$ cat config.mk
export PLATFORM = sky130hd
export DESIGN_NAME = nav_ctrl
export DESIGN_NICKNAME = d
export VERILOG_FILES = /design/src/rtl/nav_pkg.sv /design/src/rtl/nav_spd_ramp.sv /design/src/rtl/nav_ctrl.sv
export SDC_FILE = /design/constraint.sdc
export NUM_CORES = 1
export LEC_CHECK = 0
export BUFFER_PORTS_ARGS = -buffer_cell sky130_fd_sc_hd__buf_2
export CAP_MARGIN = 20
export CELL_PAD_IN_SITES_DETAIL_PLACEMENT = 1
export CELL_PAD_IN_SITES_GLOBAL_PLACEMENT = 2
export CORE_MARGIN = 1.5
export CORE_UTILIZATION = 37
export CTS_BUF_LIST = sky130_fd_sc_hd__clkbuf_16
export CTS_CLUSTER_DIAMETER = 30
export CTS_CLUSTER_SIZE = 16
export DETAILED_ROUTE_END_ITERATION = 8
export PLACE_DENSITY_LB_ADDON = 0.15
export SYNTH_ARGS = -nofsm -noshare
export SYNTH_HDL_FRONTEND = slang
export SYNTH_SLANG_ARGS = --single-unit
$ cat constraint.sdc
create_clock -name clk -period 6.54 [get_ports clk]
set_clock_uncertainty 0.2 [all_clocks]
set_input_delay 0 -clock clk [delete_from_list [all_inputs] [get_ports clk]]
set_output_delay 0 -clock clk [all_outputs]
set_load 0.02 [all_outputs]
$ cat src/rtl/nav_pkg.sv
// Shared types and constants for the navigation sequencer.
package nav_pkg;

  typedef enum logic [2:0] {
    IDLE,
    HEADNG,
    RAMP_UP,
    RAMP_DN_SLOW,
    RAMP_DN_FAST
  } nav_state_t;

  localparam logic [10:0] STEP_FAST    = 11'h018;
  localparam logic [10:0] STEP_SLOW    = 11'h002;
  localparam logic [10:0] MAX_SPD_DFLT = 11'h2A0;

  localparam int unsigned DEC_SLOW_MUL = 2;
  localparam int unsigned DEC_FAST_MUL = 8;

endpackage

$ cat src/rtl/nav_spd_ramp.sv
// Saturating forward-speed register: ramps up to MAX_SPD, ramps down to 0,
// updating only on heading-sample strobes (clear is immediate).
module nav_spd_ramp
  import nav_pkg::*;
#(
  parameter logic [10:0] STEP    = STEP_FAST,
  parameter logic [10:0] MAX_SPD = MAX_SPD_DFLT
) (
  input  logic        clk,
  input  logic        rst_n,
  input  logic        clr,
  input  logic        inc,
  input  logic        dec_slow,
  input  logic        dec_fast,
  input  logic        hdng_rdy,
  output logic [10:0] frwrd_spd
);

  localparam logic [10:0] DEC_S = 11'(STEP * DEC_SLOW_MUL);
  localparam logic [10:0] DEC_F = 11'(STEP * DEC_FAST_MUL);

  // 12-bit sum so the increment cannot wrap before saturation
  logic [11:0] sum;
  assign sum = {1'b0, frwrd_spd} + {1'b0, STEP};

  always_ff @(posedge clk or negedge rst_n) begin
    if (!rst_n) begin
      frwrd_spd <= '0;
    end else if (clr) begin
      frwrd_spd <= '0;
    end else if (hdng_rdy) begin
      if (inc)
        frwrd_spd <= (sum > {1'b0, MAX_SPD}) ? MAX_SPD : sum[10:0];
      else if (dec_slow)
        frwrd_spd <= (frwrd_spd <= DEC_S) ? '0 : frwrd_spd - DEC_S;
      else if (dec_fast)
        frwrd_spd <= (frwrd_spd <= DEC_F) ? '0 : frwrd_spd - DEC_F;
    end
  end

endmodule

$ cat src/rtl/nav_ctrl.sv
// Navigation sequencer: executes solver heading/move commands and returns
// a one-cycle mv_cmplt when each finishes.
module nav_ctrl
  import nav_pkg::*;
#(
  parameter bit          FAST_SIM = 1'b1,
  parameter logic [10:0] MAX_SPD  = MAX_SPD_DFLT
) (
  input  logic        clk,
  input  logic        rst_n,
  input  logic        strt_hdng,
  input  logic        strt_mv,
  input  logic        stp_lft,
  input  logic        stp_rght,
  input  logic        hdng_rdy,
  input  logic        at_hdng,
  input  logic        lft_opn,
  input  logic        rght_opn,
  input  logic        frwrd_opn,
  output logic        mv_cmplt,
  output logic        moving,
  output logic        en_fusion,
  output logic [10:0] frwrd_spd
);

  localparam logic [10:0] STEP = FAST_SIM ? STEP_FAST : STEP_SLOW;

  nav_state_t state_q, state_d;
  logic       lft_opn_ff, rght_opn_ff;
  logic       lft_rise, rght_rise;
  logic       spd_clr, spd_inc, spd_dec_slow, spd_dec_fast;
  logic       spd_zero;

  always_ff @(posedge clk or negedge rst_n) begin
    if (!rst_n) begin
      state_q     <= IDLE;
      lft_opn_ff  <= 1'b0;
      rght_opn_ff <= 1'b0;
    end else begin
      state_q     <= state_d;
      lft_opn_ff  <= lft_opn;
      rght_opn_ff <= rght_opn;
    end
  end

  assign lft_rise  = lft_opn & ~lft_opn_ff;
  assign rght_rise = rght_opn & ~rght_opn_ff;
  assign spd_zero  = (frwrd_spd == '0);
  assign en_fusion = (frwrd_spd > (MAX_SPD >> 1));

  always_comb begin
    state_d = state_q;
    case (state_q)
      IDLE: begin
        if (strt_hdng)    state_d = HEADNG;
        else if (strt_mv) state_d = RAMP_UP;
      end
      HEADNG:
        if (at_hdng && hdng_rdy) state_d = IDLE;
      RAMP_UP: begin
        if (!frwrd_opn)
          state_d = RAMP_DN_FAST;
        else if ((stp_lft && lft_rise) || (stp_rght && rght_rise))
          state_d = RAMP_DN_SLOW;
      end
      RAMP_DN_SLOW: begin
        if (spd_zero)        state_d = IDLE;
        else if (!frwrd_opn) state_d = RAMP_DN_FAST;
      end
      RAMP_DN_FAST:
        if (spd_zero) state_d = IDLE;
      default: state_d = IDLE;
    endcase
  end

  // mv_cmplt decodes the two "finished" transitions back to IDLE
  always_comb begin
    moving       = (state_q != IDLE);
    spd_clr      = ((state_q == IDLE) && strt_mv && !strt_hdng) || (state_q == HEADNG);
    spd_inc      = (state_q == RAMP_UP);
    spd_dec_slow = (state_q == RAMP_DN_SLOW);
    spd_dec_fast = (state_q == RAMP_DN_FAST);
    mv_cmplt     = ((state_q == HEADNG) && at_hdng && hdng_rdy) ||
                   (((state_q == RAMP_DN_SLOW) || (state_q == RAMP_DN_FAST)) && spd_zero);
  end

  nav_spd_ramp #(
    .STEP    (STEP),
    .MAX_SPD (MAX_SPD)
  ) u_spd_ramp (
    .clk       (clk),
    .rst_n     (rst_n),
    .clr       (spd_clr),
    .inc       (spd_inc),
    .dec_slow  (spd_dec_slow),
    .dec_fast  (spd_dec_fast),
    .hdng_rdy  (hdng_rdy),
    .frwrd_spd (frwrd_spd)
  );

endmodule
## After elaboration in Yosys (flattened, before gate mapping)

Index checks and enable logic that the tools add are counted.

- Logic and storage cells: 61
- Bits in registers: 16
- Output and inout bits: 14
- Bits of input ports: 11

- Mux-type cells: 17
- Equal/unequal tests: 9
- Reduce and logical (&&, ||, !) cells: 20
- Order comparisons: 4
- Bitwise gates (word level): 4
- $add $sub $neg: 3

Operators by type and width:

| operator | number |
|---|---|
| 11-bit two-way mux | 8 |
| 3-bit two-way mux | 8 |
| 3-bit one-hot mux with 5 select lines | 1 |
| 11-bit by 5-bit adder with 12-bit output, second input constant | 1 |
| 12-bit by 10-bit > comparator with 1-bit output, second input constant | 1 |
| 11-bit by 9-bit > comparator with 1-bit output, second input constant | 1 |
| 11-bit by 6-bit <= comparator with 1-bit output, second input constant | 1 |
| 11-bit by 8-bit <= comparator with 1-bit output, second input constant | 1 |
| 11-bit logical NOT | 1 |
| 11-bit by 6-bit subtractor with 11-bit output, second input constant | 1 |
| 11-bit by 8-bit subtractor with 11-bit output, second input constant | 1 |
| 1-bit logical AND | 8 |
| 3-bit by 2-bit equality test with 1-bit output, second input constant | 2 |
| 3-bit by 2-bit inequality test with 1-bit output, second input constant | 2 |
| 5-bit AND reduction | 1 |
| 1-bit logical OR | 4 |
| 4-bit nonzero test | 1 |
| 3-bit by 1-bit equality test with 1-bit output, second input constant | 1 |
| 3-bit equality test, second input constant | 1 |
| 3-bit logical NOT | 1 |
| 3-bit inequality test, second input constant | 1 |
| 3-bit nonzero test | 1 |
| 1-bit AND | 2 |
| 2-bit by 1-bit inequality test with 1-bit output, second input constant | 1 |
| other kinds (5) | 6 |

## Longest topological paths before layout

Gate-level depths: netlist of run 1.

- Depth in word-level cells: 7
- Mapped depth: 8
- Gate-level depth less buffers: 7

## Hierarchy

A second synthesis of run 1 with hierarchy kept.

- Cell total of the unflattened synthesis: 175
- Area total of the unflattened synthesis: 1401.3 µm²

Modules (own cells, without submodules):

| module | sequential area each (µm²) | area an instance (µm²) | cells each | instances |
|---|---|---|---|---|
| nav_spd_ramp | 200.2 | 1001.0 | 127 | 1 |
| nav_ctrl | 125.1 | 400.4 | 48 | 1 |

## Least setup slack after synthesis of run 1

Ideal clock, no wire load.

- Kind: register to register
- Start: register u_spd_ramp.frwrd_spd[4]
- End: register u_spd_ramp.frwrd_spd[6]
- Required time: 6.220 ns
- Period minus slack after synthesis: 2.353 ns
- Arrival time: 2.033 ns
- Stages on the path, launching flop included: 8
- Path slack: 4.187 ns
- Path through: dfrtp_1 inv_1 ha_1 nand4b_1 a21oi_1 a21boi_0 a31o_2 a41o_1

- Word-level cells in the longest chain between the ends: 7
- Elaborated cells between the ends (all ways): 14
- Those cells by class: add/sub: 3; order compare: 3; mux: 8

RTL lines:

| item | RTL line | text |
|---|---|---|
| start, declared | nav_spd_ramp.sv:16 | `output logic [10:0] frwrd_spd` |
| start signal, assigned | nav_spd_ramp.sv:33 | `frwrd_spd <= (sum > {1'b0, MAX_SPD}) ? MAX_SPD : sum[10:0];` |
| start signal, assigned | nav_spd_ramp.sv:35 | `frwrd_spd <= (frwrd_spd <= DEC_S) ? '0 : frwrd_spd - DEC_S;` |
| start signal, assigned | nav_spd_ramp.sv:37 | `frwrd_spd <= (frwrd_spd <= DEC_F) ? '0 : frwrd_spd - DEC_F;` |
| branches (longest 4 deep; another with 11-bit by 5-bit adder with 12-bit output) | -- |  |
| 11-bit two-way mux (*) | nav_spd_ramp.sv:32 | `if (inc)` |
| 11-bit two-way mux (*) | nav_spd_ramp.sv:31 | `end else if (hdng_rdy) begin` |
| 11-bit two-way mux (*) | nav_spd_ramp.sv:29 | `end else if (clr) begin` |

Every way passes the cells marked *. The select of a mux whose other input is x is not followed.
A chain may end at the register's enable or synchronous reset.

## Worst setup path after layout of run 1

- Start: register u_spd_ramp.frwrd_spd[5]
- End: register state_q[0]

- Word-level cells in the longest chain between the ends: 3
- Elaborated cells between the ends (all ways): 6
- Those cells by class: eq/ne: 2; mux: 2; reduce/logical: 2

RTL lines:

| item | RTL line | text |
|---|---|---|
| 11-bit logical NOT (*) | nav_ctrl.sv:48 | `assign spd_zero = (frwrd_spd == '0);` |
| 3-bit by 2-bit inequality test with 1-bit output (no line), or another cell as far along | -- |  |
| 5-bit AND reduction (no line) / 3-bit one-hot mux with 5 select lines (equally long branches) | -- |  |
| end signal, assigned | nav_ctrl.sv:40 | `state_q <= state_d;` |
| end, declared | nav_ctrl.sv:28 | `nav_state_t state_q, state_d;` |

Mark *: on every way between the ends. The rest lies on a longest branch, timed or not.

==> flow_summary_export.csv, run 1 <==
group,metric,value,unit
status,outcome,"complete, but fails checks",
status,violations,"negative hold slack",
finish,fillerInstances,503,
detailed_routing,drt_first_pass_iters,4,
place,numPortBuffers,21,
critical_path,worstReg2RegStart,"u_spd_ramp.frwrd_spd[5]",
sta,post-route-min-period,2.75,ns
critical_path,family_with_the_most_delay_on_the_worst_path,"buffers and inverters",
synth,count_of_warnings_emitted_by_yosys,0,
synth,synthesis.area_per_instance,8.36,um2
clock_network,clk_pin_slew,0.05,ns
clock_network,cts.root.buffer_cell,"clkbuf_16",
synth,yosys.cell_types.count,67,
sta,finalHoldViolations,13,
critical_path,critical_path.max_stage_delay,0.61,ns
critical_path,r2r_cells,8,
finish,mostFrequentLayoutCells,"nand2_1, buf_2, dfrtp_1, a21oi_1",
power,power-per-cell-area,427,mW/mm2
synth,ys_ff_latch,13,
critical_path,worst_ep_arrival_time,2.74,ns
sta,unrepaired_setup_endpoints_after_global_routing,"false",
clock_network,cts_tree,"done",
global_routing,grt_first_pass_wirelength,8510,um
global_routing,first_global_vias,1679,
floorplan,ios,25,
critical_path,endpoint_of_the_most_critical_register_to_register_path,"state_q[0]",
sta,final.period_utilization,42.0,%
detailed_routing,avgRoutedWirePerCell,20.1,um
critical_path,worst-endpoint-required,6.53,ns
finish,area.sequential,325,um2
finish,final_layout_size_suffix_gt1_share,19.9,%
sta,finalHoldWorstSlack,-0.00484,ns
place,dpl.cell_count,249,
synth,synth.yosys.seq_area_share,20.2,%
detailed_routing,dr_total_vias,1632,
sta,maxClockFrequency,364,MHz
floorplan,core_area,0.00409,mm2
synth,number_of_enable_flip_flop_cells_after_synthesis,0,
global_routing,grtUsageTotal,22.3,%
detailed_routing,viasPerCell,6.25,
critical_path,path_buf_inv,2,
global_routing,largest_net_degree_at_the_start_of_global_routing,19,
floorplan,fp.dieArea,0.00477,mm2
global_routing,grt_antenna_before_repair,0,
sta,setup_viol,0,
hold_path,hold_path_class,"input pin to async pin",
place,place_hpwl,3860,um
global_routing,grt.overflow.total,0,
critical_path,path_class,"register to register",
synth,netlist_instances,193,
detailed_routing,drc_errors,0,
clock_network,post_cts_resized,0,
flow_run,maxCapViolCount,0,
finish,area_growth_syn_to_fin,12.0,%
critical_path,end_kind,"register",
detailed_routing,drt_iter0_markers,88,
finish,final_util,44.2,%
critical_path,crit_path_cell_trace,"inv_1, ha_1, nor2b_1, and3_1, o22ai_1, nand3_1, a21oi_1, dlygate4sd3_1",
critical_path,crit_slowest_cell,"dfrtp_1",
clock_network,clock_insertion_delay_worst_skew,0.25,ns
finish,final_nets,233,
floorplan,initial_core_util,39.5,%
finish,postLayoutCellArea,0.00181,mm2
synth,mapped_area,0.00161,mm2
sta,final.setup.tns,0,ns
floorplan,placement_rows,23,
sta,maxSlewHeadroom,52.6,%
critical_path,rrSetupSlack,3.79,ns
critical_path,timing.critical_path.from_type,"register",
finish,antenna_cells,0,
critical_path,critical_path.max_fanout,14,
power,power.ir.vdd_worst,0.176,mV
synth,asyncSetResetFlopFracSynth,100,%
detailed_routing,detail-route-antenna-nets,0,
place,globalplace.congestion,0.897,
clock_network,cts_max_path_buffers,2,
power,static-leakage-power,0.790,nW
clock_network,maximum_level_of_the_cts_h_tree,1,
clock_network,cts_buffers,3,
floorplan,chipWidth,69.0,um
sta,worst_pin_slew,0.709,ns
detailed_routing,finalWirelength,5250,um
sta,drv_slew,0,
synth,synth-main-ff-cell,"dfrtp_1",
clock_network,clock-sinks,13,
finish,finish.cell_count_without_fillers,261,
place,cell_area_placed,0.00165,mm2
floorplan,die_h,69.0,um
finish,multi_input_area,0.00113,mm2
==> state kept, by name, summed over array words and instances, names as in the netlist <==
signal,flops
state_q,3
rght_opn_ff,1
u_spd_ramp.frwrd_spd,8
lft_opn_ff,1
==> per-layer routing <==
layer / share of wire (%) / track usage [%]
met4: 3.4 / 10.2
met1: 46 / 29.1
met3: 3.8 / 3.36
met5: 0 / 0
met2: 47 / 36.0
==> cell usage after synthesis (3+ instances only) <==
cell       number  share of area, %
a21o_1          4               1.9
o211ai_1        5               2.3
nand3b_1        3               1.4
nor2_1          7               1.6
nand2_1        21               4.9
inv_1           7               1.6
dfrtp_1        13                20
buf_6           6               4.2
nand2b_1        3               1.2
nand3_1         8               2.5
o21ai_0        10               3.1
and2_1          3               1.2
nand4_1         4               1.6
o2bb2ai_1       3               1.6
a31oi_1         5               1.9
a21oi_1        12               3.7
nor3b_1         3               1.4
buf_4           7               3.3
ha_1           10               7.8
==> stage by stage <==
step / hold WS, ns / power [W] / setup slack [ns]
after global placement: -0.264 / 0.000618 / 3.91
after global routing: 0.0154 / 0.000828 / 3.58
after CTS: 0.00393 / 0.000770 / 3.78
final: -0.00484 / 0.000772 / 3.79
after detailed placement: -0.265 / 0.000629 / 3.82
after floorplan: -0.496 / 0.000518 / 4.19
==> worst max-delay path by stage <==
stage,cells after the start,slack [ns],start,to
final,8,3.79,u_spd_ramp.frwrd_spd[5],state_q[0]
after global routing,8,3.58,u_spd_ramp.frwrd_spd[5],state_q[0]
after CTS,8,3.78,u_spd_ramp.frwrd_spd[5],state_q[1]
after detailed placement,7,3.82,u_spd_ramp.frwrd_spd[4],u_spd_ramp.frwrd_spd[6]
after global placement,7,3.91,u_spd_ramp.frwrd_spd[4],u_spd_ramp.frwrd_spd[6]
after floorplan,7,4.19,u_spd_ramp.frwrd_spd[4],u_spd_ramp.frwrd_spd[6]
==> cell type report <==
cell class | instances | area share (%)
flip-flops and latches | 13 | 18.0
clock buffers | 3 | 4.15
clock inverters | 1 | 0.277
repair buffers | 29 | 10.2
multi-input cells | 158 | 62.4
inverters | 7 | 1.45
well taps | 50 | 3.46
==> worst reg2reg max path, delay by kind of cell, from the launching register on <==
family	cells	cell delay, ns
compound gates	2	0.30
simple gates	3	0.52
buf+inv	2	0.78
flops	1	0.61
fa+ha+maj	1	0.27
==> logic make-up (layout without fill, tap and decap cells) <==
| logic type | after synthesis | in the layout | synth area share (%) |
|---|---|---|---|
| compound gates | 71 | 71 | 33.5 |
| simple gates | 73 | 73 | 27.4 |
| mux | 1 | 1 | 0.620 |
| fa+ha+maj | 10 | 10 | 7.75 |
| flops | 13 | 13 | 20.2 |
| buf+inv | 24 | 40 | 10.4 |
| other cells | 1 | 3 | 0.232 |
==> power breakdown <==
group | total (W) | internal (W) | switching (W)
Sequential | 0.000184 | 0.000101 | 0.0000831
Combinational | 0.000466 | 0.000190 | 0.000275
Clock | 0.000122 | 0.0000818 | 0.0000404
Total | 0.000772 | 0.000373 | 0.000399
==> what timing repair did <==
| item | CTS | global route |
|---|---|---|
| setup endpoints to repair | 0 | 0 |
| endpoints found under the hold margin | 20 | 0 |
| hold buffers | 8 | 0 |
| setup buffers | 0 | 0 |
(Power assumes the default switching activity.)
==> run 2: changes to the inputs <==
--- a/config.mk
+++ b/config.mk
@@ -10,7 +10,7 @@
 export CELL_PAD_IN_SITES_DETAIL_PLACEMENT = 1
 export CELL_PAD_IN_SITES_GLOBAL_PLACEMENT = 2
 export CORE_MARGIN = 1.5
-export CORE_UTILIZATION = 37
+export CORE_UTILIZATION = 34
 export CTS_BUF_LIST = sky130_fd_sc_hd__clkbuf_16
 export CTS_CLUSTER_DIAMETER = 30
 export CTS_CLUSTER_SIZE = 16
==> constraint.sdc (replaced) <==
create_clock -name clk -period 2.7 [get_ports clk]
set_clock_uncertainty 0.2 [all_clocks]
set_input_delay 0 -clock clk [delete_from_list [all_inputs] [get_ports clk]]
set_output_delay 0 -clock clk [all_outputs]
set_load 0.02 [all_outputs]
==> run 2 against run 1 <==
Net effect:
- the run now ends clean
- final area up 4.0%
- largest cell class unchanged
- routed wire length up 0.69%
- critical endpoint is now state_q[1]
- register-to-register slack worse by 3.6 ns
- sequential power up 110%
- core utilization down 2.2 points
- global-route usage down 0.73 points
- critical path type unchanged
- non-clock buffer count up 8
- combinational power rose to 2.7 times the previous value
==> flow_summary_export.csv, run 2 (same netlist as run 1, synthesis figures left out) <==
group,metric,value,unit
critical_path,worstReg2RegStart,"u_spd_ramp.frwrd_spd[5]",
critical_path,end_kind,"register",
floorplan,chipWidth,71.9,um
status,outcome,"completed",
finish,mostFrequentLayoutCells,"nand2_1, buf_2, dfrtp_1, a21oi_1",
finish,finish.cell_count_without_fillers,271,
place,numPortBuffers,21,
clock_network,cts_buffers,3,
global_routing,grtUsageTotal,21.5,%
finish,final_nets,241,
power,static-leakage-power,0.832,nW
finish,antenna_cells,0,
clock_network,clock-sinks,13,
floorplan,fp.dieArea,0.00517,mm2
critical_path,critical_path.max_fanout,14,
global_routing,grt_antenna_before_repair,0,
sta,final.setup.tns,0,ns
critical_path,path_class,"register to register",
finish,area.sequential,327,um2
clock_network,clk_pin_slew,0.05,ns
sta,maxSlewHeadroom,60.3,%
finish,multi_input_area,0.00114,mm2
detailed_routing,detail-route-antenna-nets,0,
critical_path,r2r_cells,8,
global_routing,first_global_vias,1612,
detailed_routing,dr_total_vias,1629,
sta,maxClockFrequency,397,MHz
global_routing,largest_net_degree_at_the_start_of_global_routing,18,
floorplan,die_h,71.9,um
clock_network,cts_max_path_buffers,2,
sta,worst_pin_slew,0.596,ns
finish,final_layout_size_suffix_gt1_share,24.7,%
place,globalplace.congestion,0.907,
detailed_routing,drc_errors,0,
finish,final_util,42.0,%
clock_network,clock_insertion_delay_worst_skew,0.25,ns
clock_network,cts_tree,"done",
finish,area_growth_syn_to_fin,16.5,%
place,dpl.cell_count,259,
global_routing,grt.overflow.total,0,
floorplan,initial_core_util,36.1,%
critical_path,worst-endpoint-required,2.68,ns
clock_network,cts.root.buffer_cell,"clkbuf_16",
critical_path,endpoint_of_the_most_critical_register_to_register_path,"state_q[1]",
place,place_hpwl,3840,um
critical_path,rrSetupSlack,0.18,ns
flow_run,maxCapViolCount,0,
finish,reg.largest.list,"u_spd_ramp.frwrd_spd x8, state_q x3",
finish,fillerInstances,552,
sta,post-route-min-period,2.52,ns
detailed_routing,avgRoutedWirePerCell,19.5,um
floorplan,placement_rows,24,
sta,unrepaired_setup_endpoints_after_global_routing,"false",
finish,register_containing_the_most_flip_flops_in_the_final_layout,"u_spd_ramp.frwrd_spd",
floorplan,core_area,0.00447,mm2
critical_path,timing.critical_path.from_type,"register",
critical_path,worst_ep_arrival_time,2.50,ns
power,power.ir.vdd_worst,0.458,mV
detailed_routing,drt_iter0_markers,66,
hold_path,hold_path_class,"input pin to async pin",
sta,drv_slew,0,
detailed_routing,drt_first_pass_iters,4,
sta,finalHoldViolations,0,
clock_network,maximum_level_of_the_cts_h_tree,1,
detailed_routing,viasPerCell,6.01,
power,power-per-cell-area,1020,mW/mm2
sta,finalHoldWorstSlack,0.00873,ns
sta,final.period_utilization,93.3,%
global_routing,grt_first_pass_wirelength,8690,um
floorplan,ios,25,
clock_network,cts_post_setup_buffers_inserted,0,
sta,setup_viol,0,
finish,largest_reg_flops,8,
detailed_routing,finalWirelength,5290,um
==> run 2: changes by cell type in the layout (fill, tap and decap cells not counted) <==
cell / before / now
a21oi_2: 0 / 1
inv_2: 0 / 1
dfrtp_2: 0 / 1
a21oi_1: 12 / 11
nor3b_2: 0 / 1
inv_1: 7 / 6
dfrtp_1: 13 / 12
nor3b_1: 3 / 2
buf_4: 0 / 8
==> run 2: worst max-delay path, stage by stage (launching register included) <==
cell,delay [ns]
dfrtp_2,0.50
inv_2,0.14
ha_1,0.19
nor2b_1,0.19
nand3_1,0.13
a21o_1,0.20
o2bb2ai_1,0.14
o31ai_1,0.19
dlygate4sd3_1,0.58
==> run 2: worst max-delay path by stage <==
stage,from,to,cells past startpoint
global route,u_spd_ramp.frwrd_spd[5],state_q[1],8
floorplan,u_spd_ramp.frwrd_spd[4],u_spd_ramp.frwrd_spd[6],7
global placement,u_spd_ramp.frwrd_spd[4],u_spd_ramp.frwrd_spd[6],7
CTS,u_spd_ramp.frwrd_spd[5],state_q[0],8
detailed placement,u_spd_ramp.frwrd_spd[4],u_spd_ramp.frwrd_spd[5],7
finish,u_spd_ramp.frwrd_spd[5],state_q[1],8
==> run 2: power by group <==
part,switching (W),internal (W)
Combinational,0.000736,0.000503
Clock,0.0000957,0.000198
Sequential,0.000140,0.000247
Total,0.000972,0.000949
==> run 2: metal layers <==
metal | routed length [um] | up-vias | track usage, % | share of wire, %
met5 | 0 | - | 0 | 0
met4 | 23 | 0 | 2.94 | 0.44
met3 | 177 | 2 | 3.47 | 3.3
met2 | 2460 | 35 | 34.8 | 46
met1 | 2630 | 811 | 31.2 | 50
li1 | - | 781 | - | -
==> run 2: per-stage QoR <==
| stage | area [um2] | worst slack, ns | power, W |
|---|---|---|---|
| after floorplan | 1620 | 0.347 | 0.00125 |
| after global routing | 1880 | 0.0241 | 0.00206 |
| after CTS | 1870 | 0.0354 | 0.00191 |
| after detailed placement | 1710 | 0.104 | 0.00157 |
| after global placement | 1710 | 0.141 | 0.00155 |
| final | 1880 | 0.182 | 0.00192 |
==> run 2: area by class of cell <==
| type | count | share of cell area [%] |
|---|---|---|
| Clock buffer | 3 | 3.99 |
| Clock inverter | 1 | 0.266 |
| Inverter | 7 | 1.40 |
| Multi-Input combinational cell | 158 | 60.5 |
| Sequential cell | 13 | 17.4 |
| Tap cell | 52 | 3.46 |
| Timing Repair Buffer | 37 | 13.0 |
==> run 2: what timing repair did <==
| item | in CTS | in global routing |
|---|---|---|
| hold endpoints to repair | 20 | 0 |
| hold buffers | 8 | 0 |
| gates resized for setup | 0 | 4 |
| setup endpoints to repair | 0 | 5 |
